<file path="src/rtl/uart_rx.sv">
// 8N1 UART receiver with 16x oversampling, holding byte, unload handshake and sticky error flags.
// Define UART_RX_PARITY_EN to receive 8E1 frames and expose rx_parity_err.
module uart_rx #(
  parameter int CLK_FREQ   = 100000000,
  parameter int BAUD       = 9600,
  parameter int OVERSAMPLE = 16
) (
  input  logic       clk,
  input  logic       reset,
  input  logic       rx_in,
  input  logic       rx_enable,
  input  logic       uld_rx_data,
  output logic [7:0] rx_data,
  output logic       rx_empty,
  output logic       rx_frame_err,
  output logic       rx_overrun,
`ifdef UART_RX_PARITY_EN
  output logic       rx_parity_err,
`endif
  output logic [2:0] o_dbg_state
);

  // Handshake: a byte is available while rx_empty is low; a rising edge on
  // uld_rx_data consumes it and clears the sticky flags. A load arriving in
  // the same cycle as the unload edge wins, leaving rx_empty low.

  localparam int DIV = CLK_FREQ / (BAUD * OVERSAMPLE);
  localparam int DW  = (DIV > 1) ? $clog2(DIV) : 1;
  localparam int CW  = $clog2(OVERSAMPLE);

  localparam logic [DW-1:0] DIV_LAST  = DW'(DIV - 1);
  localparam logic [CW-1:0] HALF_LAST = CW'(OVERSAMPLE / 2 - 1);
  localparam logic [CW-1:0] BIT_LAST  = CW'(OVERSAMPLE - 1);

  typedef enum logic [2:0] {
    S_IDLE   = 3'd0,
    S_START  = 3'd1,
    S_DATA   = 3'd2,
    S_STOP   = 3'd3
`ifdef UART_RX_PARITY_EN
    ,
    S_PARITY = 3'd4
`endif
  } state_t;

  logic          r_sync1;
  logic          r_sync2;
  logic          w_rxs;
  logic [DW-1:0] r_div;
  logic          w_tick;

  state_t        r_state;
  state_t        w_state_nxt;
  logic [CW-1:0] r_cnt;
  logic [CW-1:0] w_cnt_nxt;
  logic [2:0]    r_bit;
  logic [2:0]    w_bit_nxt;
  logic [7:0]    r_shift;
  logic [7:0]    w_shift_nxt;
  logic          r_wait_high;
  logic          w_wait_high_nxt;
  logic          w_stop_ok;
  logic          w_stop_bad;
  logic          w_par_bad;

  logic          r_load;
  logic          r_uld_d;
  logic          w_uld_edge;
  logic [7:0]    r_rx_data;
  logic          r_rx_empty;
  logic          r_frame_err;
  logic          r_overrun;
  logic          r_parity_err;

  assign w_rxs      = r_sync2;
  assign w_tick     = rx_enable && (r_div == DIV_LAST);
  assign w_uld_edge = uld_rx_data && !r_uld_d;

  always_ff @(posedge clk) begin
    if (reset) begin
      r_sync1 <= 1'b1;
      r_sync2 <= 1'b1;
      r_div   <= '0;
    end else begin
      r_sync1 <= rx_in;
      r_sync2 <= r_sync1;
      if (!rx_enable || r_div == DIV_LAST) begin
        r_div <= '0;
      end else begin
        r_div <= r_div + 1'b1;
      end
    end
  end

  always_ff @(posedge clk) begin
    if (reset) begin
      r_state     <= S_IDLE;
      r_cnt       <= '0;
      r_bit       <= '0;
      r_shift     <= '0;
      r_wait_high <= 1'b0;
    end else begin
      r_state     <= w_state_nxt;
      r_cnt       <= w_cnt_nxt;
      r_bit       <= w_bit_nxt;
      r_shift     <= w_shift_nxt;
      r_wait_high <= w_wait_high_nxt;
    end
  end

  always_comb begin
    w_state_nxt     = r_state;
    w_cnt_nxt       = r_cnt;
    w_bit_nxt       = r_bit;
    w_shift_nxt     = r_shift;
    w_wait_high_nxt = r_wait_high;
    w_stop_ok       = 1'b0;
    w_stop_bad      = 1'b0;
    w_par_bad       = 1'b0;
    if (!rx_enable) begin
      w_state_nxt     = S_IDLE;
      w_cnt_nxt       = '0;
      w_bit_nxt       = '0;
      w_wait_high_nxt = 1'b0;
    end else begin
      case (r_state)
        S_IDLE: begin
          // After a bad stop bit the line may still be low; do not treat that as a new start.
          if (r_wait_high) begin
            if (w_rxs) w_wait_high_nxt = 1'b0;
          end else if (!w_rxs) begin
            w_cnt_nxt   = '0;
            w_state_nxt = S_START;
          end
        end
        S_START: begin
          if (w_tick) begin
            if (r_cnt == HALF_LAST) begin
              if (w_rxs) begin
                w_state_nxt = S_IDLE;
              end else begin
                w_cnt_nxt   = '0;
                w_bit_nxt   = '0;
                w_state_nxt = S_DATA;
              end
            end else begin
              w_cnt_nxt = r_cnt + 1'b1;
            end
          end
        end
        S_DATA: begin
          if (w_tick) begin
            if (r_cnt == BIT_LAST) begin
              w_cnt_nxt   = '0;
              w_shift_nxt = {w_rxs, r_shift[7:1]};
              if (r_bit == 3'd7) begin
`ifdef UART_RX_PARITY_EN
                w_state_nxt = S_PARITY;
`else
                w_state_nxt = S_STOP;
`endif
              end else begin
                w_bit_nxt = r_bit + 1'b1;
              end
            end else begin
              w_cnt_nxt = r_cnt + 1'b1;
            end
          end
        end
`ifdef UART_RX_PARITY_EN
        S_PARITY: begin
          if (w_tick) begin
            if (r_cnt == BIT_LAST) begin
              w_cnt_nxt   = '0;
              w_par_bad   = ^{r_shift, w_rxs};
              w_state_nxt = S_STOP;
            end else begin
              w_cnt_nxt = r_cnt + 1'b1;
            end
          end
        end
`endif
        S_STOP: begin
          if (w_tick) begin
            if (r_cnt == BIT_LAST) begin
              w_cnt_nxt   = '0;
              w_state_nxt = S_IDLE;
              if (w_rxs) begin
                w_stop_ok = 1'b1;
              end else begin
                w_stop_bad      = 1'b1;
                w_wait_high_nxt = 1'b1;
              end
            end else begin
              w_cnt_nxt = r_cnt + 1'b1;
            end
          end
        end
        default: begin
          w_state_nxt = S_IDLE;
        end
      endcase
    end
  end

  // Load takes effect one clock after the stop sample and is ordered after
  // the unload so it wins when both happen together.
  always_ff @(posedge clk) begin
    if (reset) begin
      r_load       <= 1'b0;
      r_uld_d      <= 1'b0;
      r_rx_data    <= '0;
      r_rx_empty   <= 1'b1;
      r_frame_err  <= 1'b0;
      r_overrun    <= 1'b0;
      r_parity_err <= 1'b0;
    end else begin
      r_load  <= w_stop_ok;
      r_uld_d <= uld_rx_data;
      if (w_uld_edge) begin
        r_rx_empty   <= 1'b1;
        r_frame_err  <= 1'b0;
        r_overrun    <= 1'b0;
        r_parity_err <= 1'b0;
      end
      if (r_load) begin
        r_rx_data  <= r_shift;
        r_rx_empty <= 1'b0;
        if (!r_rx_empty && !w_uld_edge) r_overrun <= 1'b1;
      end
      if (w_stop_bad) r_frame_err  <= 1'b1;
      if (w_par_bad)  r_parity_err <= 1'b1;
    end
  end

  assign rx_data      = r_rx_data;
  assign rx_empty     = r_rx_empty;
  assign rx_frame_err = r_frame_err;
  assign rx_overrun   = r_overrun;
  assign o_dbg_state  = r_state;
`ifdef UART_RX_PARITY_EN
  assign rx_parity_err = r_parity_err;
`else
  logic w_unused;
  assign w_unused = r_parity_err;
`endif

endmodule

</file>
<file path="config.mk">
export PLATFORM = sky130hd
export DESIGN_NAME = uart_rx
export DESIGN_NICKNAME = d
export VERILOG_FILES = /design/src/rtl/uart_rx.sv
export SDC_FILE = /design/constraint.sdc
export NUM_CORES = 1
export LEC_CHECK = 0
export BUFFER_PORTS_ARGS = -buffer_cell sky130_fd_sc_hd__buf_4
export CORE_MARGIN = 2
export CORE_UTILIZATION = 50
export CTS_CLUSTER_DIAMETER = 150
export DETAILED_ROUTE_END_ITERATION = 7
export PLACE_DENSITY = 0.67
export SLEW_MARGIN = 30
export SYNTH_ARGS = -nofsm -noshare
export SYNTH_HDL_FRONTEND = slang
export SYNTH_SLANG_ARGS = --single-unit
</file>
<file path="constraint.sdc">
create_clock -name clk -period 4.05 [get_ports clk]
set_input_delay 0.405 -clock clk [delete_from_list [all_inputs] [get_ports clk]]
set_output_delay 0.405 -clock clk [all_outputs]
set_load 0.02 [all_outputs]
</file>
== Yosys cells after proc, flatten, opt, wreduce, memory -nomap -nowiden ==
Index checks and enable logic that the tools add are counted.
Widths: inputs -> output; s select.

* Add/subtract/negate cells: 3
* Multipliers: 0
* Divide/modulo/power cells: 0
* Magnitude comparators: 0
* Eq/ne operators: 20
* Shift-type cells: 0
* Multiplexer cells: 43
* Bitwise gates (word level): 4
* Reduce and logical (&&, ||, !) cells: 23

{| class="wikitable"
|+ Operator list
! operator !! number
|-
| $mux 3 || 15
|-
| $mux 4 || 6
|-
| $ne 2x2->1 const B || 12
|-
| $mux 1 || 17
|-
| $pmux 3 s4 || 1
|-
| $pmux 4 s3 || 1
|-
| $reduce_and 4->1 || 3
|-
| $add 10x1->10 const B || 1
|-
| $eq 10x10->1 const B || 1
|-
| $reduce_and 9->1 || 1
|-
| $reduce_bool 2->1 || 4
|-
| $reduce_and 7->1 || 1
|-
| $eq 3x2->1 const B || 2
|-
| $pmux 3 s2 || 1
|-
| $reduce_or 2->1 || 3
|-
| $reduce_or 5->1 || 1
|-
| $add 4x1->4 const B || 1
|-
| $eq 4x3->1 const B || 1
|-
| $eq 4x4->1 const B || 1
|-
| $logic_not 1->1 || 4
|-
| $not 1->1 || 4
|-
| $add 3x1->3 const B || 1
|-
| $eq 3x1->1 const B || 1
|-
| $eq 3x3->1 const B || 1
|-
| other kinds (7) || 9
|}

* Register bits after elaboration: 44
* Bits in latches: 0
* Bits in writable memories: 0
* Bits in read-only memories: 0
* Bits of input ports: 5
* Output and inout port bits: 14
* Word-level logic and storage cells: 107
* Memories kept: 0

== Depth between registers and ports, before layout ==
Gate-level depths: netlist of the first run.

* Depth in word-level cells: 6
* Gate-level depth with buffers: 8
* Depth with buffers taken out: 7

== Least setup slack after synthesis of the first run ==
No wires, ideal clock.

* Path type: register to register
* Start: reg r_div[0]
* End: reg r_shift[5]
* Setup time: 0.128 ns
* Data arrival time: 1.678 ns
* Data required time: 3.922 ns
* Setup slack: 2.244 ns
* Stages on the path, launching flop included: 9
* Path buffers: 1
* Clock period less this slack: 1.806 ns
* Cell sequence: dfxtp_1 > inv_1 > ha_1 > and4bb_1 > nand3_2 > or4_1 > buf_6 > mux2i_1 > nor2_1

* Cells in the longest elaborated chain, start to end: 3

{| class="wikitable"
|+ RTL lines
! item !! RTL line !! source
|-
| start: declaration || 49 || <nowiki>logic [DW-1:0] r_div;</nowiki>
|-
| start signal: assignment || 90 || <nowiki>r_div <= r_div + 1'b1;</nowiki>
|-
| $eq 10x10->1 || 76 || <nowiki>assign w_tick = rx_enable && (r_div == DIV_LAST);</nowiki>
|-
| $logic_and 1x1->1 || 76 ||
|-
| $reduce_and 4->1 (no line) || -- ||
|-
| end signal: assignment || 106 || <nowiki>r_shift <= w_shift_nxt;</nowiki>
|-
| end: declaration || 58 || <nowiki>logic [7:0] r_shift;</nowiki>
|}

No other way between the ends.
A chain may end at the register's enable or synchronous reset.

== Worst setup path in the final report of the first run ==
* Start: reg r_div[1]
* End: reg r_shift[0]

Same word-level chain as after synthesis.

==> results.ini, run 1 <==
[critical_path]
cp_top_family=simple AND/OR/NAND/NOR gates
slowest_stage=or4_1
reg2reg_depth=6
r2r-end=r_shift[0]
arrival_ns=2.25
worstPathCellList=ha_1, and4bb_1, nand3_2, or4_1, mux2i_1, nor2_1
r2r_slack_ns=1.98
cp-start-kind=flip-flop
cp_slowest_stage_delay_ns=0.73
path_max_fanout=8
cp.required_ns=4.23
path_class=flip-flop to flip-flop
r2r-start=r_div[1]
end_kind=flip-flop
cp.buffers_inverters=0

[timing]
rsz0062_at_grt=no
skew_ns=0.00616
slew_violations=0
finalSetupViolations=0
slew_headroom=0.605
period_share=0.511
max_freq_mhz=483
min_period_ns=2.07
finalHoldViolCount=0
worstMarginPinSlew_ns=0.587
final.setup.worst_slack_ns=1.98
tns_ns=0

[cts]
cts_root_buf=clkbuf_8
cts-htree-levels=2
cts_sinks=43
holdBufCountCts=0
cts_inserted_buffers=5
cts_tree=done
clk_latency_ns=0.29
cts_max_path_buffers=2
cts_setup_buffers=0
cts_resized=0
clk_pin_slew_worst_paths_ns=0.08

[layout]
fillers=353
drive_above_1_share=0.145
final_area_sq_mm=0.00210
final_nets=229
area_growth_pct=11.6
n_antenna_cell=0

[route]
via_per_inst=5.40
ant_nets=0
vias=1448
dr.pass1.iters=4
drt_iter0_drc=71
drc=0
wirelength_mm=3.33
wl_per_cell_um=12.4

[global_routing]
grt_usage=0.171
grt_overflow=0
grt_pass1_vias=1313
grt_max_degree=25
antenna_found_initial=0
grt_pass1_wl_mm=5.73

[floorplan]
pin_count=19
start_util=0.518
num_rows=22
core_sq_mm=0.00363
design.die.area_sq_mm=0.00427
die_y_um=65.4
die_w_um=65.4

[synthesis]
syn-num-nets=217
netlist_area_sq_mm=0.00188
synth-edff-count=0
async_flop_share=0
syn_inst=207
synthFlopType=dfxtp_1
syn_avg_cell_area_sq_um=9.09
synth_cell_types=43
ys_ff_latch=43
ys.warnings.count=0
synth_seq_area_share=0.457

[hold_path]
hold_path_class=primary input to flip-flop
whs_path_depth=2
min_to=r_sync1
hold_start=rx_in

[placement]
place_area_sq_mm=0.00201
hpwl_mm=2.39
dp_slack_ns=1.99
io_buffers=17
gp_congestion=0.899

[power_and_ir_drop]
power_density_mw_per_mm2=339
p_leak_nw=0.900
ir_worst_vdd_mv=0.235

[run_status]
status=finished, final reports clean

[flow_run]
drv_cap=0

## per-layer routing
metal,up-vias,routed length [um],track usage
met2,29,1610,0.281
met3,7,117,0.0411
met1,681,1550,0.214
li1,731,-,-
met5,-,0,0
met4,0,53,0.0703
## layout make-up
type / instances / area (sq um) / share of cell area
clock buffers: 5 / 68.8 / 0.0328
clock inverters: 3 / 20.0 / 0.00953
inverters: 5 / 18.8 / 0.00893
multi-input cells: 147 / 945 / 0.450
flip-flops and latches: 43 / 861 / 0.410
well taps: 48 / 60.1 / 0.0286
repair buffers: 17 / 128 / 0.0608
## stage by stage
stage          cells  hold WS [ns]   util  power [mW]
2_1_floorplan    207         0.389      -       0.455
3_3_place_gp     260         0.408  0.554       0.461
3_5_place_dp     260         0.413  0.554       0.462
4_1_cts          268         0.292  0.578       0.724
5_1_grt          268         0.293  0.578       0.742
6_report         268         0.300  0.578       0.713
## report_power, final
| part | internal [mW] | total [mW] | leakage, nW | switching (mW) |
|---|---|---|---|---|
| Combinational | 0.00841 | 0.0225 | 0.512 | 0.0141 |
| Sequential | 0.425 | 0.429 | 0.347 | 0.00386 |
| Clock | 0.120 | 0.261 | 0.0402 | 0.141 |
## kinds of logic (layout without fill, tap and decap cells)
group / Yosys count / count (layout) / share of synthesized area
other: 1 / 1 / 0.00199
buffers and inverters: 17 / 30 / 0.0406
xor gates and xnor gates: 10 / 10 / 0.0465
muxes: 17 / 17 / 0.0904
adders and majority gates: 5 / 5 / 0.0332
DFF: 43 / 43 / 0.457
AOI/OAI and AO/OA: 26 / 26 / 0.0944
and+or+nand+nor: 88 / 88 / 0.235
## synth_stat cells, types with 2 or more instances
master | number | area (sq um)
inv_1 | 5 | 18.8
o21ai_0 | 4 | 20.0
and3_1 | 2 | 12.5
nor2b_1 | 2 | 12.5
or4_1 | 2 | 15.0
xor2_1 | 8 | 70.1
dfxtp_1 | 43 | 861
o21bai_1 | 2 | 15.0
xnor2_1 | 2 | 17.5
or2_2 | 4 | 25.0
nor2_1 | 39 | 146
clkbuf_1 | 9 | 33.8
a21oi_1 | 9 | 45.0
ha_1 | 5 | 62.6
and4_1 | 2 | 17.5
nand2_1 | 11 | 41.3
nand3b_1 | 2 | 15.0
nor3_1 | 4 | 20.0
mux2i_1 | 17 | 170
nand3_1 | 10 | 50.1
a32o_1 | 3 | 30.0
## registers in the layout, indices dropped and copies added, names as in the netlist
register / flops
r_shift: 8
rx_data: 8
r_bit: 3
r_uld_d: 1
r_sync2: 1
r_cnt: 4
r_load: 1
rx_empty: 1
o_dbg_state: 2
r_wait_high: 1
rx_overrun: 1
r_div: 10
rx_frame_err: 1
r_sync1: 1
## placed cells by master, fill, tap and decap left out, drive strengths merged, types with 3 or more instances in the layout
| cell | n |
|---|---|
| dfxtp | 43 |
| nor2 | 39 |
| mux2i | 17 |
| buf | 17 |
| nand2 | 11 |
| nand3 | 11 |
| a21oi | 9 |
| xor2 | 8 |
| inv | 5 |
| ha | 5 |
| clkbuf | 5 |
| or2 | 4 |
| o21ai | 4 |
| nor3 | 4 |
| a32o | 3 |
## how the worst max path moves through the flow
stage                        start          to  slack [ns]  cells after the start
after floorplan           r_div[0]  r_shift[5]        2.24                      8
after global placement    r_div[1]  r_shift[2]        2.04                      6
after detailed placement  r_div[1]  r_shift[0]        1.99                      6
after CTS                 r_div[1]  r_shift[4]        1.98                      6
after global routing      r_div[1]  r_shift[5]        1.82                      6
final                     r_div[1]  r_shift[0]        1.98                      6
Note: power is estimated with default switching activity, not from simulation.
==> inputs of run 2 (changes only) <==
clock period = 2 ns   (was 4.05 ns; I/O delays follow)
==> run 2 against run 1 <==
  * Flip-flop and latch count unchanged
  * Maximum frequency increased by 13%
  * Clock power increased by 100%
  * Global-route usage increased by 1.4 points
  * Clock skew increased by 0.0021 ns
  * Worst hold slack got worse by 0.20 ns
  * Core utilization increased by 1.5 points
  * Sequential power increased by 100%
  * Sequential share of layout area decreased by 1.1 points
  * Routed wire length increased by 8.7%
  * Critical path depth unchanged
  * Setup slack got worse by 1.8 ns
==> results.ini, run 2 (synthesis results as in run 1) <==
[run_status]
status=finished, final reports clean

[critical_path]
path_class=flip-flop to flip-flop
path_max_fanout=4
cp.required_ns=2.18
cp-start-kind=flip-flop
end_kind=flip-flop
arrival_ns=2.01

[route]
ant_nets=0
via_per_inst=5.35
dr.pass1.iters=4
wirelength_mm=3.62
vias=1472
drc=0
drt_iter0_drc=42
wl_per_cell_um=13.2

[timing]
skew_ns=0.00828
period_share=0.915
finalHoldViolCount=0
finalSetupViolations=0
slew_violations=0
min_period_ns=1.83
tns_ns=0
max_freq_mhz=546
whs_ns=0.0959
rsz0062_at_grt=no

[layout]
final_cell_mix=dfxtp_1 (43), nor2_1 (39), buf_4 (24)
final_nets=236
regMostFlops=r_div
utilization=0.594
instances_no_fill=275
fillers=349
seqCellArea_sq_um=861
n_antenna_cell=0
drive_above_1_share=0.176
final_common_cell=dfxtp_1
multi_input_area_sq_um=948
largest_reg_flops=10
area_growth_pct=14.6

[placement]
hpwl_mm=2.62
dpl.cell_count=267
io_buffers=17
gp_congestion=0.900

[floorplan]
pin_count=19
start_util=0.518
die_w_um=65.4
num_rows=22
design.die.area_sq_mm=0.00427
core_sq_mm=0.00363
die_y_um=65.4

[cts]
cts_max_path_buffers=2
cts_inserted_buffers=5
cts_root_buf=clkbuf_8
cts_sinks=43
clk_latency_ns=0.29
cts_tree=done
cts-htree-levels=2
cts_setup_buffers=0
clk_pin_slew_worst_paths_ns=0.08

[power_and_ir_drop]
combPwrFrac=0.037
ir_worst_vdd_mv=0.454
power.total_mw=1.45
seq_power_share=0.596
power_density_mw_per_mm2=674
p_leak_nw=0.936
p_clk_frac=0.367
power_switching_mw=0.329
p_int_mw=1.13
swShare=0.226

[global_routing]
grt_usage=0.184
grt_pass1_vias=1348
antenna_found_initial=0
grt_max_degree=25
grt_pass1_wl_mm=6.02
grt_overflow=0

[hold_path]
hold_path_class=primary input to flip-flop

[flow_run]
drv_cap=0

[run 2: cell types whose count changed in the layout (fill, tap and decap cells not counted)]
| cell | before | now |
|---|---|---|
| or4_4 | 0 | 1 |
| or4_1 | 2 | 1 |
| buf_4 | 17 | 24 |
[run 2: power by group through the flow]
stage	clock network, mW	logic [mW]	registers (mW)
floorplan	0	0.0357	0.885
global placement	0	0.0527	0.887
detailed placement	0	0.0542	0.887
CTS	0.558	0.0545	0.867
global route	0.592	0.0599	0.868
finish	0.534	0.0536	0.867
[run 2: cell type report]
cell class	instances	area share
multi-input combinational	147	0.440
sequential	43	0.399
timing repair buffer	24	0.0835
clock buffer	5	0.0319
tap	48	0.0278
clock inverter	3	0.00928
inverter	5	0.00870
[run 2: final timing paths]
check / startpoint / endpoint / depth (start not counted) / slack, ns
setup / recovery: r_bit[0] / r_bit[1] / 6 / 0.17
hold / removal: rx_in / r_sync1 / 2 / 0.1
setup reg to reg: r_bit[0] / r_bit[1] / 6 / 0.17
hold reg to reg: r_sync1 / r_sync2 / 1 / 0.41
[run 2: worst max-delay path, stage by stage, from the launching register on]
cell and delay (ns):
dfxtp_1 0.34, ha_1 0.22, ha_1 0.21, nor4bb_1 0.36, o21bai_1 0.15, a21o_1 0.19, a32o_1 0.26
[run 2: stage by stage]
step / setup WS, ns / area [sq um]
after floorplan: 0.194 / 1880
after global placement: 0.150 / 2060
after detailed placement: 0.0956 / 2060
after CTS: 0.0768 / 2150
after global routing: 0.0602 / 2160
final: 0.170 / 2160
[run 2: per-layer routing]
layer | global-route usage | up-vias | wire length (um) | share of wire
li1 | - | 746 | - | -
met1 | 0.226 | 691 | 1650 | 0.46
met2 | 0.297 | 30 | 1780 | 0.49
met3 | 0.0548 | 5 | 143 | 0.039
met4 | 0.0859 | 0 | 44 | 0.012
met5 | 0 | - | 0 | 0
[run 2: what timing repair did]
action,CTS,global route
resized for setup,0,1
hold buffers,0,0
setup endpoints to repair,0,3
